===== config.mk =====
export PLATFORM = sky130hd
export DESIGN_NAME = envelope_vca
export DESIGN_NICKNAME = d
export VERILOG_FILES = /design/src/rtl/envelope_vca.sv
export SDC_FILE = /design/constraint.sdc
export NUM_CORES = 1
export LEC_CHECK = 0
export ABC_AREA = 1
export BUFFER_PORTS_ARGS = -buffer_cell sky130_fd_sc_hd__buf_2
export CORE_ASPECT_RATIO = 1.2
export CORE_MARGIN = 3
export CORE_UTILIZATION = 65
export DETAILED_ROUTE_END_ITERATION = 10
export GPL_TIMING_DRIVEN = 0
export MAX_ROUTING_LAYER = met4
export PLACE_DENSITY_LB_ADDON = 0.3
export REMOVE_ABC_BUFFERS = 1
export SLEW_MARGIN = 25
export SYNTH_ARGS = -nofsm -noshare
export SYNTH_HDL_FRONTEND = slang
export SYNTH_SLANG_ARGS = --single-unit

===== constraint.sdc =====
create_clock -name clk_i -period 10.07 [get_ports clk_i]
set_input_delay 0.5035 -clock clk_i [delete_from_list [all_inputs] [get_ports clk_i]]
set_output_delay 0.5035 -clock clk_i [all_outputs]
set_load 0.005 [all_outputs]

===== src/rtl/envelope_vca.sv =====
`default_nettype none
// ============================================================================
// envelope_vca : ADSR envelope generator stepped by Tick, driving an output VCA
// Revision     : 1.0
// ============================================================================
module envelope_vca #(
   parameter int WAVE_DEPTH = 8,
   parameter int ENV_DEPTH  = 16
) (
   input  logic                  clk_i,
   input  logic                  rst_ni,
   input  logic                  tick_i,
   input  logic                  gate_i,
   input  logic [WAVE_DEPTH-1:0] attack_i,
   input  logic [WAVE_DEPTH-1:0] decay_i,
   input  logic [WAVE_DEPTH-1:0] sustain_i,
   input  logic [WAVE_DEPTH-1:0] release_i,
   input  logic [WAVE_DEPTH-1:0] waveform_i,
   output logic [WAVE_DEPTH-1:0] audio_o,
   output logic [WAVE_DEPTH-1:0] level_o,
   output logic [2:0]            state_o,
   output logic                  active_o
);

   localparam int                   SHIFT     = ENV_DEPTH - WAVE_DEPTH;
   localparam logic [2:0]           S_IDLE    = 3'd0;
   localparam logic [2:0]           S_ATTACK  = 3'd1;
   localparam logic [2:0]           S_DECAY   = 3'd2;
   localparam logic [2:0]           S_SUSTAIN = 3'd3;
   localparam logic [2:0]           S_RELEASE = 3'd4;
   localparam logic [ENV_DEPTH-1:0] ENV_MAX   = {ENV_DEPTH{1'b1}};

   logic [2:0]              state_q, state_d;
   logic [ENV_DEPTH-1:0]    env_q, env_d;
   logic                    gate_q;
   logic [WAVE_DEPTH-1:0]   audio_q, audio_d;
   logic [WAVE_DEPTH-1:0]   level;
   logic                    rise, fall;
   logic [ENV_DEPTH-1:0]    sus, att, dec, rel;
   logic [ENV_DEPTH:0]      att_sum, dec_floor;
   logic [2*WAVE_DEPTH-1:0] prod;

   assign rise      = gate_i & ~gate_q;
   assign fall      = ~gate_i & gate_q;
   assign sus       = {sustain_i, {SHIFT{1'b0}}};
   assign att       = {{SHIFT{1'b0}}, attack_i};
   assign dec       = {{SHIFT{1'b0}}, decay_i};
   assign rel       = {{SHIFT{1'b0}}, release_i};
   assign att_sum   = {1'b0, env_q} + {1'b0, att};
   // env - Decay <= SUS rewritten as env <= SUS + Decay so nothing can borrow
   assign dec_floor = {1'b0, sus} + {1'b0, dec};
   assign level     = env_q[ENV_DEPTH-1 -: WAVE_DEPTH];

   assign prod    = {{WAVE_DEPTH{1'b0}}, waveform_i}
                  * ({{(WAVE_DEPTH-1){1'b0}}, 1'b0, level} + {{(2*WAVE_DEPTH-1){1'b0}}, 1'b1});
   assign audio_d = WAVE_DEPTH'(prod >> WAVE_DEPTH);

   always_ff @(posedge clk_i or negedge rst_ni) begin
      if (!rst_ni) begin
         state_q <= S_IDLE;
         env_q   <= '0;
         gate_q  <= 1'b0;
         audio_q <= '0;
      end else begin
         state_q <= state_d;
         env_q   <= env_d;
         gate_q  <= gate_i;
         audio_q <= audio_d;
      end
   end

   always_comb begin
      state_d = state_q;
      env_d   = env_q;
      if (rise) begin
         state_d = S_ATTACK;
      end else if (fall) begin
         if (state_q == S_ATTACK || state_q == S_DECAY || state_q == S_SUSTAIN)
            state_d = S_RELEASE;
      end else if (tick_i) begin
         // A zero rate freezes the segment entirely, including its exit test
         case (state_q)
            S_IDLE: env_d = '0;
            S_ATTACK: begin
               if (attack_i != '0) begin
                  if (att_sum >= {1'b0, ENV_MAX}) begin
                     env_d   = ENV_MAX;
                     state_d = S_DECAY;
                  end else begin
                     env_d = att_sum[ENV_DEPTH-1:0];
                  end
               end
            end
            S_DECAY: begin
               if (decay_i != '0) begin
                  if ({1'b0, env_q} <= dec_floor) begin
                     env_d   = sus;
                     state_d = S_SUSTAIN;
                  end else begin
                     env_d = env_q - dec;
                  end
               end
            end
            S_SUSTAIN: env_d = sus;
            S_RELEASE: begin
               if (release_i != '0) begin
                  if (env_q <= rel) begin
                     env_d   = '0;
                     state_d = S_IDLE;
                  end else begin
                     env_d = env_q - rel;
                  end
               end
            end
            default: begin
               env_d   = '0;
               state_d = S_IDLE;
            end
         endcase
      end
   end

   always_comb begin
      level_o  = level;
      state_o  = state_q;
      active_o = (state_q != S_IDLE);
      audio_o  = audio_q;
   end

endmodule
`default_nettype wire

Yosys cells after proc, flatten, opt, wreduce, memory -nomap -nowiden
Cells that the tools add are included.

word-level totals
  input port bits = 44
  word-level logic and storage cells = 63
  memories = 0
  bits in registers = 28
  output and inout port bits = 20
  ROM bits = 0
  latch bits = 0
  RAM bits = 0

cells by class
  shift operators = 0
  multiply operators = 1
  order comparisons = 3
  divide/modulo/power cells = 0
  add/sub/neg operators = 5
  reductions and logical operators = 11
  muxes and demuxes = 18
  bitwise logic cells = 6
  equal/unequal tests = 15

operator list
  kind                                                                                    number
  16-bit 2-to-1 mux                                                                       6
  16-bit one-hot mux with 4 select lines                                                  1
  16-bit by 8-bit adder with 17-bit output                                                2
  16-bit by 8-bit subtractor with 16-bit output                                           2
  3-bit 2-to-1 mux                                                                        10
  8-bit nonzero test                                                                      3
  17-bit by 16-bit greater-or-equal comparator with 1-bit output (second input constant)  1
  16-bit by 17-bit less-or-equal comparator with 1-bit output                             1
  16-bit by 8-bit less-or-equal comparator with 1-bit output                              1
  8-bit by 9-bit multiplier with 16-bit output                                            1
  4-bit by 3-bit inequality test with 1-bit output (second input constant)                4
  3-bit one-hot mux with 4 select lines                                                   1
  8-bit by 1-bit adder with 9-bit output (second input constant)                          1
  9-bit AND reduction                                                                     1
  4-bit inequality test (second input constant)                                           2
  3-bit by 2-bit equality test with 1-bit output (second input constant)                  2
  6-bit AND reduction                                                                     1
  3-bit nonzero test                                                                      2
  2-bit by 1-bit inequality test with 1-bit output (second input constant)                2
  1-bit inverter                                                                          4
  3-bit by 1-bit equality test with 1-bit output (second input constant)                  1
  3-bit equality test (second input constant)                                             1
  3-bit logical NOT                                                                       1
  3-bit by 1-bit inequality test with 1-bit output (second input constant)                1
  other kinds (5)                                                                         7

Logic depth before layout (Yosys ltp)
  depth after elaboration = 8
  gate-level depth with buffers = 22

Worst setup path after synthesis
Ideal clock, no wire load.

  path kind = register to register
  start = register env_q[8]
  end = register audio_q[7] (netlist: audio_o[7])
  cell stages (with the launch flop) = 19
  arrival = 4.794 ns
  buffers on the path = 2
  data required time = 9.945 ns
  period minus slack after synthesis = 4.919 ns
  slack = 5.151 ns
  path through = dfrtp_1 -> buf_2 -> inv_1 -> ha_1 -> clkbuf_1 -> nand2_1 -> fa_1 -> fa_1 -> inv_1 -> fa_1 -> fa_1 -> ha_1 -> a21oi_1 -> o21ai_0 -> a21o_1 -> a21o_1 -> a21boi_0 -> o21ai_0 -> xnor2_1

between the ends
  longest elaborated chain between the ends = 2

ends and longest elaborated chain
  element                                       line  text
  start: declaration                            34    logic [ENV_DEPTH-1:0] env_q, env_d;
  start signal: assignment                      66    env_q <= env_d;
  8-bit by 1-bit adder with 9-bit output        55    * ({{(WAVE_DEPTH-1){1'b0}}, 1'b0, level} + {{(2*WAVE_DEPTH-1){1'b0}}, 1'b1});
  8-bit by 9-bit multiplier with 16-bit output  55
  via prod[15]                                  41    logic [2*WAVE_DEPTH-1:0] prod;
  end signal: assignment                        68    audio_q <= audio_d;
  end: declaration                              36    logic [WAVE_DEPTH-1:0] audio_q, audio_d;

The timed path passes the listed nets, and every way through them passes these cells.
A chain may end at the register's enable or synchronous reset.

Final worst setup path
Ends and elaborated chain as after synthesis.

==> impl_metrics.py <==
metrics = {
    "outcome": {
        "status": "complete, no violations",
    },
    "clocking": {
        "ctsResizeCount": 0,
        "cts_root_buf": "clkbuf_8",
        "path_clk_slew_ps": 110,
        "cts_tree": "built",
        "h-tree-depth": 1,
        "post-cts-setup-buffers": 0,
        "clockBufferDepth": 2,
        "cts.sinks": 28,
        "cts_buffers": 3,
        "holdBufCountCts": 0,
        "clock_latency_ps": 280,
    },
    "logic_synthesis": {
        "synth_commonest_cells": "235 x nand2_1, 165 x inv_1, 110 x nor2_1, 69 x ha_1, 60 x nand3_1",
        "yosys-top-cells-area": "nand2_1 15%, ha_1 14%, fa_1 14%",
        "synth-edff-count": 0,
        "synthArstFlopShare_pct": 100,
        "ys_seq_elements": 28,
        "synthCells": 924,
        "synthesis.area_um2": 6030,
        "synth_top_area_share_pct": 14.6,
        "yosys.cell_types.count": 42,
        "yosysWarnings": 0,
        "synth_flop_cell": "dfrtp_1",
        "synth_area_leader_cell": "nand2_1",
        "synth_area_per_cell_um2": 6.53,
        "synth_most_common_cell": "nand2_1",
        "yosysSeqAreaShare_pct": 11.6,
    },
    "setup_path": {
        "required_ps": 10240,
        "cp.arrival_ps": 6360,
        "crit_path_end_kind": "register",
        "critPathKind": "reg -> reg",
        "cp-start-kind": "register",
        "worstPathMaxFanout": 20,
        "worstPathCellList": "inv_1 > nor2_1 > xor2_1 > or2_2 > fa_1 > fa_1 > inv_1 > fa_1 > fa_1 > ha_1 > a21oi_1 > o21ai_0 > a21o_1 > a21o_1 > a21boi_0 > o21ai_0 > xnor2_1",
        "worst-path-buf-inv": 2,
        "critical_path.top_delay_family": "adder cells",
        "crit_path_top_delay_cell": "dfrtp_1",
        "crit_top_cell": "fa_1",
        "max_stage_delay_ps": 870,
    },
    "sta": {
        "max_freq_ghz": 0.161,
        "tns_ps": 0,
        "worst_pin_slew_ps": 857,
        "maxSlewHeadroom_pct": 42.3,
        "timing.hold.ws_ps": 233,
        "final_max_slew_viol_count": 0,
        "fin_skew_ps": 7.85,
        "grt_setup_unrepaired": "false",
        "setup_viol": 0,
        "hold_violations": 0,
        "period_needed_ps": 6190,
        "fin_crit_sh_pct": 61.5,
    },
    "final_layout": {
        "drive_above_1_share_pct": 9.59,
        "fillers": 788,
        "stdcell_area_um2": 6430,
        "fin_nets": 1127,
        "layout.cells.non_filler": 1087,
        "diodes": 0,
        "syn_to_final_growth_pct": 6.57,
    },
    "floorplan": {
        "die_h_um": 112,
        "start_util_pct": 68.6,
        "dieArea_um2": 10500,
        "core-area_um2": 8800,
        "ios": 64,
        "die_width_um": 94.0,
        "fp-row-count": 37,
    },
    "power_and_ir_drop": {
        "p_switching_uw": 970,
        "pwr-share-clk_pct": 5.4,
        "power_density_nw_per_um2": 265,
        "switching_share_pct": 57.0,
        "power_frac_comb_pct": 80.6,
        "vdd_drop_max_v": 0.000220,
        "leakage_uw": 0.00396,
        "p_seq_share_pct": 14.0,
        "p_int_uw": 731,
    },
    "global_route": {
        "grt_pass1_wl_um": 27000,
        "grt_usage_pct": 32.6,
        "antenna_found_initial": 0,
        "grt-ovfl-total": 0,
        "grt_pass1_vias": 6024,
        "grt_max_degree": 29,
    },
    "placement": {
        "placed_cell_area_um2": 6360,
        "hpwl_um": 13300,
        "gp_congestion": 0.962,
        "dpl.cell_count": 1083,
        "portBuffers": 63,
    },
    "hold_path": {
        "min_path_type": "in -> async",
    },
    "route": {
        "detail_route.iter0.violations": 370,
        "vias": 6016,
        "route.detailed.drc": 0,
        "firstDrtPassIters": 5,
        "wl_per_cell_um": 14.6,
        "final_antenna_net_count": 0,
        "viasPerCell": 5.53,
        "routed_wl_um": 15800,
    },
    "job": {
        "drv_cap": 0,
    },
}
layout by cell type (no fill, tap or decap), types with 7 or more instances in the layout:
cell type	n
nand2_1	235
inv_1	165
nor2_1	110
ha_1	69
buf_2	63
nand3_1	60
fa_1	43
a21oi_1	38
dfrtp_1	28
xor2_1	27
o21ai_0	27
xnor2_1	12
nand4_1	11
nor3_1	10
o22ai_1	10
nand2_2	7
routing by layer:
| metal | share of wire, % | GRT usage [%] | wire [um] | vias up |
|---|---|---|---|---|
| li1 | - | - | - | 2987 |
| met1 | 39 | 36.2 | 6190 | 2773 |
| met2 | 51 | 58.5 | 8150 | 196 |
| met3 | 3.9 | 2.36 | 622 | 60 |
| met4 | 5.6 | 15.1 | 884 | 0 |
| met5 | 0 | - | 0 | - |
cell type report:
| type | instances | area [um2] | share of cell area (%) |
|---|---|---|---|
| multi-input combinational | 705 | 4560 | 70.9 |
| inverter | 170 | 639 | 9.94 |
| timing repair buffer | 63 | 315 | 4.90 |
| sequential | 28 | 701 | 10.9 |
| clock inverter | 1 | 30.0 | 0.467 |
| clock buffer | 3 | 41.3 | 0.642 |
| tap | 117 | 146 | 2.28 |
flip-flops by register name (all words and copies together), names as in the netlist:
register	count
audio_o	8
gate_q	1
state_o	3
env_q	16
logic make-up after synthesis:
logic type / after synthesis / synth area share (%)
compound gates: 95 / 8.92
buf+inv: 191 / 12.9
xor+xnor: 39 / 5.66
flops: 28 / 11.6
fa+ha+maj: 112 / 28.6
simple gates: 459 / 32.3
power groups by stage:
stage	registers (uW)	clock network, uW	logic, uW
finish	239	91.8	1370
global route	244	96.5	1590
CTS	236	92.6	1370
detailed placement	238	0	1360
global placement	238	0	1340
floorplan	213	0	1030
final timing paths:
kind                               to  cells past startpoint  slack (ps)  startpoint
min reg2reg                  env_q[0]                      2         560    env_q[0]
max in group asynchronous  audio_o[0]                      1        9420      rst_ni
min in group clk_i             gate_q                      1         360      gate_i
min                          env_q[3]                      1         230      rst_ni
max reg2reg                audio_o[7]                     17        3880    env_q[8]
max                        audio_o[7]                     17        3880    env_q[8]
per-stage QoR:
stage | setup slack (ps) | power, uW | utilization [%]
2_1_floorplan | 4930 | 1240 | -
3_3_place_gp | 3980 | 1570 | 72.2
3_5_place_dp | 3980 | 1590 | 72.3
4_1_cts | 3960 | 1700 | 73.1
5_1_grt | 3450 | 1930 | 73.1
6_report | 3880 | 1700 | 73.1
worst register-to-register path, delay by kind of cell, from the launching register on:
family | cells | cell delay (ps)
adders and majority gates | 5 | 2310
AOI/OAI and AO/OA | 6 | 1220
DFF | 1 | 870
xor gates and xnor gates | 2 | 780
and+or+nand+nor | 2 | 510
buffers and inverters | 2 | 410
(Power assumes the default switching activity.)
